File: config.mk
export PLATFORM = sky130hd
export DESIGN_NAME = tone_player
export DESIGN_NICKNAME = d
export VERILOG_FILES = /design/src/rtl/tone_player.sv
export SDC_FILE = /design/constraint.sdc
export NUM_CORES = 1
export LEC_CHECK = 0
export CAP_MARGIN = 10
export CORE_MARGIN = 4
export CORE_UTILIZATION = 35
export CTS_CLUSTER_DIAMETER = 150
export DETAILED_ROUTE_END_ITERATION = 16
export DONT_BUFFER_PORTS = 1
export SLEW_MARGIN = 10
export SYNTH_ARGS = -nofsm -noshare
export SYNTH_HDL_FRONTEND = slang
export SYNTH_SLANG_ARGS = --single-unit
File: constraint.sdc
create_clock -name clockin -period 8.8 [get_ports clockin]
set_clock_uncertainty 0.05 [all_clocks]
set_input_delay 0 -clock clockin [delete_from_list [all_inputs] [get_ports clockin]]
set_output_delay 0 -clock clockin [all_outputs]
set_load 0.02 [all_outputs]
File: src/rtl/tone_player.sv
// Score sequencer plus square-wave tone generator driven from clockin.
// Optional feature macro: TONE_PLAYER_LOOP_EN (score wraps to address 0 instead of finishing).
module tone_player #(
  parameter int CLK_HZ     = 1000000,
  parameter int ADDR_WIDTH = 5,
  parameter int TONE_WIDTH = 11
) (
  input  logic                  clockin,
  input  logic                  reset,
  input  logic                  beat_in,
  input  logic                  start,
  input  logic                  stop,
  output logic                  speaker,
  output logic [3:0]            note_code,
  output logic [ADDR_WIDTH-1:0] addr,
  output logic                  busy,
  output logic                  done
);

  typedef enum logic [1:0] {
    IDLE = 2'd0,
    PLAY = 2'd1,
    DONE = 2'd2
  } state_e;

  localparam logic [ADDR_WIDTH-1:0] LAST_ADDR = {ADDR_WIDTH{1'b1}};

  // Score is 16 notes long; the upper half of the address space repeats it.
  function automatic logic [3:0] rom_note(input logic [3:0] idx);
    logic [3:0] code;
    case (idx)
      4'd0:    code = 4'd1;
      4'd1:    code = 4'd1;
      4'd2:    code = 4'd5;
      4'd3:    code = 4'd5;
      4'd4:    code = 4'd6;
      4'd5:    code = 4'd6;
      4'd6:    code = 4'd5;
      4'd7:    code = 4'd0;
      4'd8:    code = 4'd4;
      4'd9:    code = 4'd4;
      4'd10:   code = 4'd3;
      4'd11:   code = 4'd3;
      4'd12:   code = 4'd2;
      4'd13:   code = 4'd2;
      4'd14:   code = 4'd1;
      4'd15:   code = 4'd0;
      default: code = 4'd0;
    endcase
    return code;
  endfunction

  function automatic logic [TONE_WIDTH-1:0] half_period(input logic [3:0] code);
    logic [TONE_WIDTH-1:0] hp;
    case (code)
      4'd1:    hp = TONE_WIDTH'(CLK_HZ / (2 * 262));
      4'd2:    hp = TONE_WIDTH'(CLK_HZ / (2 * 294));
      4'd3:    hp = TONE_WIDTH'(CLK_HZ / (2 * 330));
      4'd4:    hp = TONE_WIDTH'(CLK_HZ / (2 * 349));
      4'd5:    hp = TONE_WIDTH'(CLK_HZ / (2 * 392));
      4'd6:    hp = TONE_WIDTH'(CLK_HZ / (2 * 440));
      4'd7:    hp = TONE_WIDTH'(CLK_HZ / (2 * 494));
      4'd8:    hp = TONE_WIDTH'(CLK_HZ / (2 * 523));
      4'd9:    hp = TONE_WIDTH'(CLK_HZ / (2 * 587));
      4'd10:   hp = TONE_WIDTH'(CLK_HZ / (2 * 659));
      4'd11:   hp = TONE_WIDTH'(CLK_HZ / (2 * 698));
      4'd12:   hp = TONE_WIDTH'(CLK_HZ / (2 * 784));
      4'd13:   hp = TONE_WIDTH'(CLK_HZ / (2 * 880));
      4'd14:   hp = TONE_WIDTH'(CLK_HZ / (2 * 988));
      4'd15:   hp = TONE_WIDTH'(CLK_HZ / (2 * 1047));
      default: hp = {TONE_WIDTH{1'b0}};
    endcase
    return hp;
  endfunction

  state_e                  state_q, state_d;
  logic [ADDR_WIDTH-1:0]   addr_q, addr_d;
  logic                    s1_q, s1_d, s2_q, s2_d, s3_q, s3_d;
  logic [TONE_WIDTH-1:0]   cnt_q, cnt_d;
  logic                    spk_q, spk_d;
  logic                    busy_q, busy_d;
  logic                    done_q, done_d;

  logic                    beat_tick_s;
  logic                    restart_s;
  logic [3:0]              note_cur_s;
  logic [3:0]              note_nxt_s;
  logic                    note_change_s;
  logic [TONE_WIDTH-1:0]   half_s;

  // Beat synchroniser and rising-edge detect.
  always_comb begin
    s1_d        = beat_in;
    s2_d        = s1_q;
    s3_d        = s2_q;
    beat_tick_s = s2_q & ~s3_q;
  end

  // Sequencer next state: stop beats start, start beats a beat tick.
  always_comb begin
    state_d   = state_q;
    addr_d    = addr_q;
    restart_s = 1'b0;
    if (stop) begin
      state_d = IDLE;
    end else if (start) begin
      state_d   = PLAY;
      addr_d    = {ADDR_WIDTH{1'b0}};
      restart_s = 1'b1;
    end else begin
      case (state_q)
        IDLE: begin
          state_d = IDLE;
        end
        PLAY: begin
          if (beat_tick_s) begin
            if (addr_q == LAST_ADDR) begin
`ifdef TONE_PLAYER_LOOP_EN
              addr_d = {ADDR_WIDTH{1'b0}};
`else
              state_d = DONE;
`endif
            end else begin
              addr_d = addr_q + {{(ADDR_WIDTH-1){1'b0}}, 1'b1};
            end
          end else begin
            state_d = PLAY;
          end
        end
        DONE: begin
          state_d = IDLE;
        end
        default: begin
          state_d = IDLE;
        end
      endcase
    end
    busy_d = (state_d == PLAY);
    done_d = (state_d == DONE);
  end

  // Current and upcoming note codes; any difference restarts the tone phase.
  always_comb begin
    if (state_q == PLAY) begin
      note_cur_s = rom_note(addr_q[3:0]);
    end else begin
      note_cur_s = 4'd0;
    end
    if (state_d == PLAY) begin
      note_nxt_s = rom_note(addr_d[3:0]);
    end else begin
      note_nxt_s = 4'd0;
    end
    note_change_s = restart_s | (state_d != state_q) | (addr_d != addr_q) |
                    (note_nxt_s != note_cur_s);
    half_s        = half_period(note_cur_s);
  end

  // Tone counter: toggles the speaker every half-period of the current note.
  always_comb begin
    cnt_d = cnt_q;
    spk_d = spk_q;
    if (note_change_s) begin
      cnt_d = {TONE_WIDTH{1'b0}};
      spk_d = 1'b0;
    end else if (note_cur_s == 4'd0) begin
      cnt_d = {TONE_WIDTH{1'b0}};
      spk_d = 1'b0;
    end else if (cnt_q == (half_s - {{(TONE_WIDTH-1){1'b0}}, 1'b1})) begin
      cnt_d = {TONE_WIDTH{1'b0}};
      spk_d = ~spk_q;
    end else begin
      cnt_d = cnt_q + {{(TONE_WIDTH-1){1'b0}}, 1'b1};
      spk_d = spk_q;
    end
  end

  // State registers with synchronous reset.
  always_ff @(posedge clockin) begin
    if (reset) begin
      state_q <= IDLE;
      addr_q  <= {ADDR_WIDTH{1'b0}};
      s1_q    <= 1'b0;
      s2_q    <= 1'b0;
      s3_q    <= 1'b0;
      cnt_q   <= {TONE_WIDTH{1'b0}};
      spk_q   <= 1'b0;
      busy_q  <= 1'b0;
      done_q  <= 1'b0;
    end else begin
      state_q <= state_d;
      addr_q  <= addr_d;
      s1_q    <= s1_d;
      s2_q    <= s2_d;
      s3_q    <= s3_d;
      cnt_q   <= cnt_d;
      spk_q   <= spk_d;
      busy_q  <= busy_d;
      done_q  <= done_d;
    end
  end

  assign speaker   = spk_q;
  assign note_code = note_cur_s;
  assign addr      = addr_q;
  assign busy      = busy_q;
  assign done      = done_q;

endmodule

==> run_results.csv, run 1 <==
group,metric,value,unit
status,status,"complete, no violations",
die,core_area,5510,µm²
pwr,leakage,0.000710,µW
setup_path,cp_cell_sequence,"nor2b_1, nand2_1, inv_1, ha_1, mux2i_1, ha_1, xor2_1, o311ai_0, nor3_1, nand4_1, nor3_2, nor3_1",
sta,rsz0062_at_grt,"no",
sta,fmax,0.247,GHz
synthesis,synth_seq_cells,27,
placement,pre_cts_ws,4.79,ns
pwr,power_density,105,nW/µm²
sta,worst_slack,4.75,ns
sta,tightestPinTransition,0.937,ns
cts,cts_sinks,27,
synthesis,netlist_area,2000,µm²
detailed_routing,drc,0,
placement,portBuffers,0,
detailed_routing,drt-initial-drc-count,60,
finish,n_antenna_cell,0,
setup_path,cp_top_family,"simple AND/OR/NAND/NOR gates",
global_route,grt_pass1_vias,1638,
die,die_h,83.5,µm
finish,fin_util,38.6,%
pwr,ir_worst_vdd,0.0000567,V
detailed_routing,routed_wirelength,4.51,mm
detailed_routing,ant_nets,0,
sta,min_period,4.05,ns
cts,cts_buffer_depth,2,
cts,cts_max_level,1,
setup_path,crit_buf_inv,1,
setup_path,crit_path_end_kind,"register",
cts,post_cts_buffers,0,
synthesis,yosysWarnings,0,
placement,dp.final_hpwl,3.43,mm
setup_path,cp.required,8.87,ns
finish,final_nets,245,
finish,syn_to_final_growth,6.46,%
setup_path,crit_type,"register to register",
cts,cts_made_buffers,3,
detailed_routing,dr.pass1.iters,4,
die,start_util,36.2,%
synthesis,synth_edf_count,0,
die,io_pins,17,
finish,layout_commonest_cell,"dfxtp_1",
synthesis,avgSynthCellArea,8.79,µm²
synthesis,ys_types,60,
global_route,grt_pass1_wl,7.99,mm
cts,cts_tree,"yes",
global_route,antenna_found_initial,0,
setup_path,worst-r2r-setup-slack,4.75,ns
synthesis,synthCells,227,
die,die-area,6970,µm²
cts,cts_root_buf,"clkbuf_8",
cts,clkTransAtPathRegs,0.10,ns
sta,maxSlewHeadroom,37.2,%
finish,layout-drive-gt1-share,12.8,%
global_route,grt_usage,13.8,%
detailed_routing,route.vias.total,1634,
finish,layout_common_cells,"dfxtp_1 (27), nor2_1 (15), nand2_1 (14), xor2_1 (12), ha_1 (12)",
sta,setup_viol,0,
die,fp.dieW,83.5,µm
global_route,grt_max_degree,16,
detailed_routing,wl_per_cell,15.1,µm
setup_path,start_kind,"register",
sta,post-route-period-util,46.1,%
die,rows,27,
sta,hold_viol,0,
sta,tns,0,ns
detailed_routing,vias_per_cell,5.46,
synthesis,async_flop_share,0,%
synthesis,syn_nets,244,
global_route,overflow,0,
cts,insertion_delay,0.28,ns
min_path,min_path_type,"input pin to register",
sta,drv_slew,0,
setup_path,arrival,4.13,ns
flow_run,max_cap_viol_count,0,
placement,gp_congestion,0.823,
synthesis,synth_ff_type,"dfxtp_1",
synthesis,ys_seq_area_share,27.1,%
setup_path,max_stage_delay,0.75,ns
setup_path,crit_fanout,11,
setup_path,cpMaxStageDelayCell,"nor3_2",
==> logic make-up after synthesis <==
family | count (synthesis) | share of synthesized area, %
simple gates | 92 | 27.5
compound gates | 45 | 18.2
flops | 27 | 27.1
xor+xnor | 22 | 10.3
buf+inv | 20 | 4.89
fa+ha+maj | 12 | 7.52
mux | 8 | 4.20
other cells | 1 | 0.188
==> what timing repair did <==
action | CTS | global route
hold buffers | 4 | 0
setup endpoints to repair | 0 | 0
hold endpoints to repair | 12 | 0
resized for setup | 0 | 0
==> power breakdown <==
part | internal [µW] | switching (µW)
registers | 123 | 1.16
clock network | 31.8 | 40.0
logic | 11.0 | 15.6
==> stage by stage <==
stage / cells / hold slack (ns) / area (µm²) / power, µW
2_1_floorplan: 227 / 0.0782 / 2000 / 148
3_3_place_gp: 291 / 0.0229 / 2040 / 151
3_5_place_dp: 291 / 0.0241 / 2040 / 152
4_1_cts: 299 / 0.0156 / 2120 / 226
5_1_grt: 299 / 0.0365 / 2120 / 236
6_report: 299 / 0.0175 / 2120 / 223
==> metal layers <==
| layer | vias up | part of all wire (%) | global-route usage [%] |
|---|---|---|---|
| li1 | 823 | - | - |
| met3 | 10 | 5.0 | 4.34 |
| met1 | 767 | 44 | 16.7 |
| met2 | 34 | 49 | 23.9 |
| met5 | - | 0 | 0 |
| met4 | 0 | 1.7 | 3.36 |
==> layout make-up <==
| class | count | area (µm²) |
|---|---|---|
| clock buffers | 3 | 41.3 |
| clock inverters | 1 | 5.00 |
| fillers | 566 | 3380 |
| inverters | 12 | 45.0 |
| multi-input cells | 180 | 1360 |
| flip-flops and latches | 27 | 541 |
| well taps | 72 | 90.1 |
| repair buffers | 4 | 40.0 |
==> cells in the mapped netlist (all sizes together), types with 2 or more instances <==
master | n | area [µm²]
nand4 | 7 | 43.8
nand3b | 2 | 15.0
xor2 | 12 | 105
ha | 12 | 150
or3 | 2 | 12.5
a211oi | 2 | 15.0
o211ai | 2 | 28.8
nor2b | 4 | 25.0
dfxtp | 27 | 541
nand3 | 4 | 20.0
nor4 | 5 | 31.3
buf | 6 | 45.0
a31oi | 2 | 12.5
a211o | 2 | 17.5
nor3b | 2 | 15.0
inv | 12 | 45.1
nor2 | 16 | 62.6
mux2 | 3 | 33.8
nand2b | 10 | 62.6
clkbuf | 2 | 7.51
o221a | 2 | 22.5
mux2i | 5 | 50.1
nand4bb | 2 | 22.5
nor3 | 15 | 120
and3 | 4 | 25.0
a21oi | 11 | 58.8
xnor2 | 9 | 78.8
and2 | 2 | 12.5
o31a | 2 | 17.5
nand2 | 14 | 52.6
o21ai | 7 | 35.0
o311ai | 2 | 25.0
==> worst paths after layout <==
kind	startpoint	cells past startpoint	to
worst max register to register	state_q[0]	12	cnt_q[2]
worst min-delay path	reset	2	done
worst max-delay path	state_q[0]	12	cnt_q[2]
worst min register to register	s1_q	1	s2_q
Note: power is estimated with default switching activity, not from simulation.
==> run 2, diff against run 1 <==
- clock period: 8.8 -> 3.7 ns (I/O delays scaled with it)
==> run_results.csv, run 2 (synthesis gave the netlist of run 1 again) <==
group,metric,value,unit
detailed_routing,routed_wirelength,4.76,mm
sta,holdWs,0.0249,ns
detailed_routing,route.vias.total,1679,
setup_path,max_stage_delay,0.52,ns
sta,min_period,3.39,ns
setup_path,crit_buf_inv,1,
cts,cts_max_level,1,
finish,layout_commonest_cell,"dfxtp_1",
pwr,ir_worst_vdd,0.000126,V
sta,fmax,0.295,GHz
die,core_area,5510,µm²
sta,tns,0,ns
finish,syn_to_final_growth,10.6,%
global_route,overflow,0,
sta,drv_slew,0,
finish,layout-drive-gt1-share,16.8,%
detailed_routing,wl_per_cell,15.3,µm
global_route,grt_max_degree,16,
finish,n_fill_cell,552,
die,start_util,36.2,%
cts,cts_buffer_depth,2,
cts,insertion_delay,0.27,ns
finish,layout_common_cells,"dfxtp_1 (27), nor2_1 (15), nand2_1 (14), xor2_1 (12), ha_1 (12)",
cts,cts_root_buf,"clkbuf_8",
min_path,min_path_type,"input pin to register",
setup_path,crit_fanout,12,
cts,cts_tree,"yes",
flow_run,max_cap_viol_count,0,
setup_path,cpMaxStageDelayCell,"dfxtp_1",
setup_path,crit_type,"register to register",
detailed_routing,drt-initial-drc-count,90,
placement,gp_congestion,0.857,
global_route,grt_pass1_wl,8.02,mm
placement,pre_cts_ws,0.237,ns
sta,setup_viol,0,
die,rows,27,
placement,dp.final_hpwl,3.56,mm
sta,rsz0062_at_grt,"no",
finish,n_antenna_cell,0,
placement,portBuffers,0,
status,status,"complete, no violations",
sta,maxSlewHeadroom,60.4,%
setup_path,start_kind,"register",
cts,cts_made_buffers,3,
die,die-area,6970,µm²
pwr,power_density,241,nW/µm²
global_route,antenna_found_initial,0,
finish,final_nets,256,
detailed_routing,dr.pass1.iters,4,
cts,cts_sinks,27,
die,io_pins,17,
die,fp.dieW,83.5,µm
sta,hold_viol,0,
die,die_h,83.5,µm
setup_path,cp_top_family,"compound AO/OA/AOI/OAI gates",
setup_path,arrival,3.54,ns
setup_path,cp.required,3.85,ns
finish,multi_input_area,1360,µm²
sta,worst_slack,0.308,ns
setup_path,crit_path_end_kind,"register",
sta,post-route-period-util,91.7,%
sta,tightestPinTransition,0.589,ns
pwr,leakage,0.000763,µW
finish,ff_latch_area,541,µm²
detailed_routing,ant_nets,0,
cts,clkTransAtPathRegs,0.10,ns
global_route,grt_pass1_vias,1658,
setup_path,cp_cell_sequence,"ha_1, nand4_1, a31o_2, a21oi_1, inv_1, ha_1, nor4_1, a21oi_1, o311ai_2, o211ai_4, nor3b_1",
detailed_routing,drc,0,
detailed_routing,vias_per_cell,5.42,
global_route,grt_usage,13.8,%
run 2: power breakdown:
group	total, µW	switching, µW	leakage [µW]	internal (µW)
combinational	66.6	38.4	0.000519	28.2
clock	171	95.5	0.0000255	75.5
sequential	295	2.09	0.000218	293
run 2: final timing paths:
| check | startpoint | endpoint | slack (ns) | cells past startpoint |
|---|---|---|---|---|
| worst min-delay path | reset | state_q[1] | 0.02 | 2 |
| worst min register to register | s1_q | s2_q | 0.40 | 1 |
| worst max register to register | addr[1] | cnt_q[1] | 0.31 | 11 |
| worst max-delay path | addr[1] | cnt_q[1] | 0.31 | 11 |
run 2: repair_timing:
action / 4_1_cts / 5_1_grt
endpoints found under the hold margin: 12 / 0
buffers inserted: 0 / 3
resized for setup: 0 / 0
setup endpoints to repair: 0 / 9
hold buffers: 4 / 0
run 2: stage by stage:
step | cells | power [µW] | cell area, µm² | util (%)
floorplan | 227 | 353 | 2000 | -
global placement | 299 | 362 | 2100 | 38.1
detailed placement | 299 | 363 | 2100 | 38.1
CTS | 307 | 541 | 2180 | 39.7
global route | 310 | 564 | 2210 | 40.1
finish | 310 | 533 | 2210 | 40.1
run 2: metal layers:
metal  vias to the layer above  wire length [µm]  global-route usage, %
met5                         -                 0                      0
met2                        40              2330                   24.0
met3                         2               294                   4.34
li1                        848                 -                      -
met1                       789              2120                   16.9
met4                         0                15                   2.19
run 2: area by class of cell:
class | count | area share, %
Sequential cell | 27 | 24.5
Tap cell | 72 | 4.08
Inverter | 12 | 2.04
Multi-Input combinational cell | 180 | 61.7
Clock inverter | 1 | 0.227
Clock buffer | 3 | 1.87
Timing Repair Buffer | 15 | 5.56
run 2: worst register-to-register path, stage by stage (launching register included):
cell	delay, ns
dfxtp_1	0.52
ha_1	0.29
nand4_1	0.23
a31o_2	0.36
a21oi_1	0.19
inv_1	0.09
ha_1	0.27
nor4_1	0.44
a21oi_1	0.10
o311ai_2	0.31
o211ai_4	0.25
nor3b_1	0.23
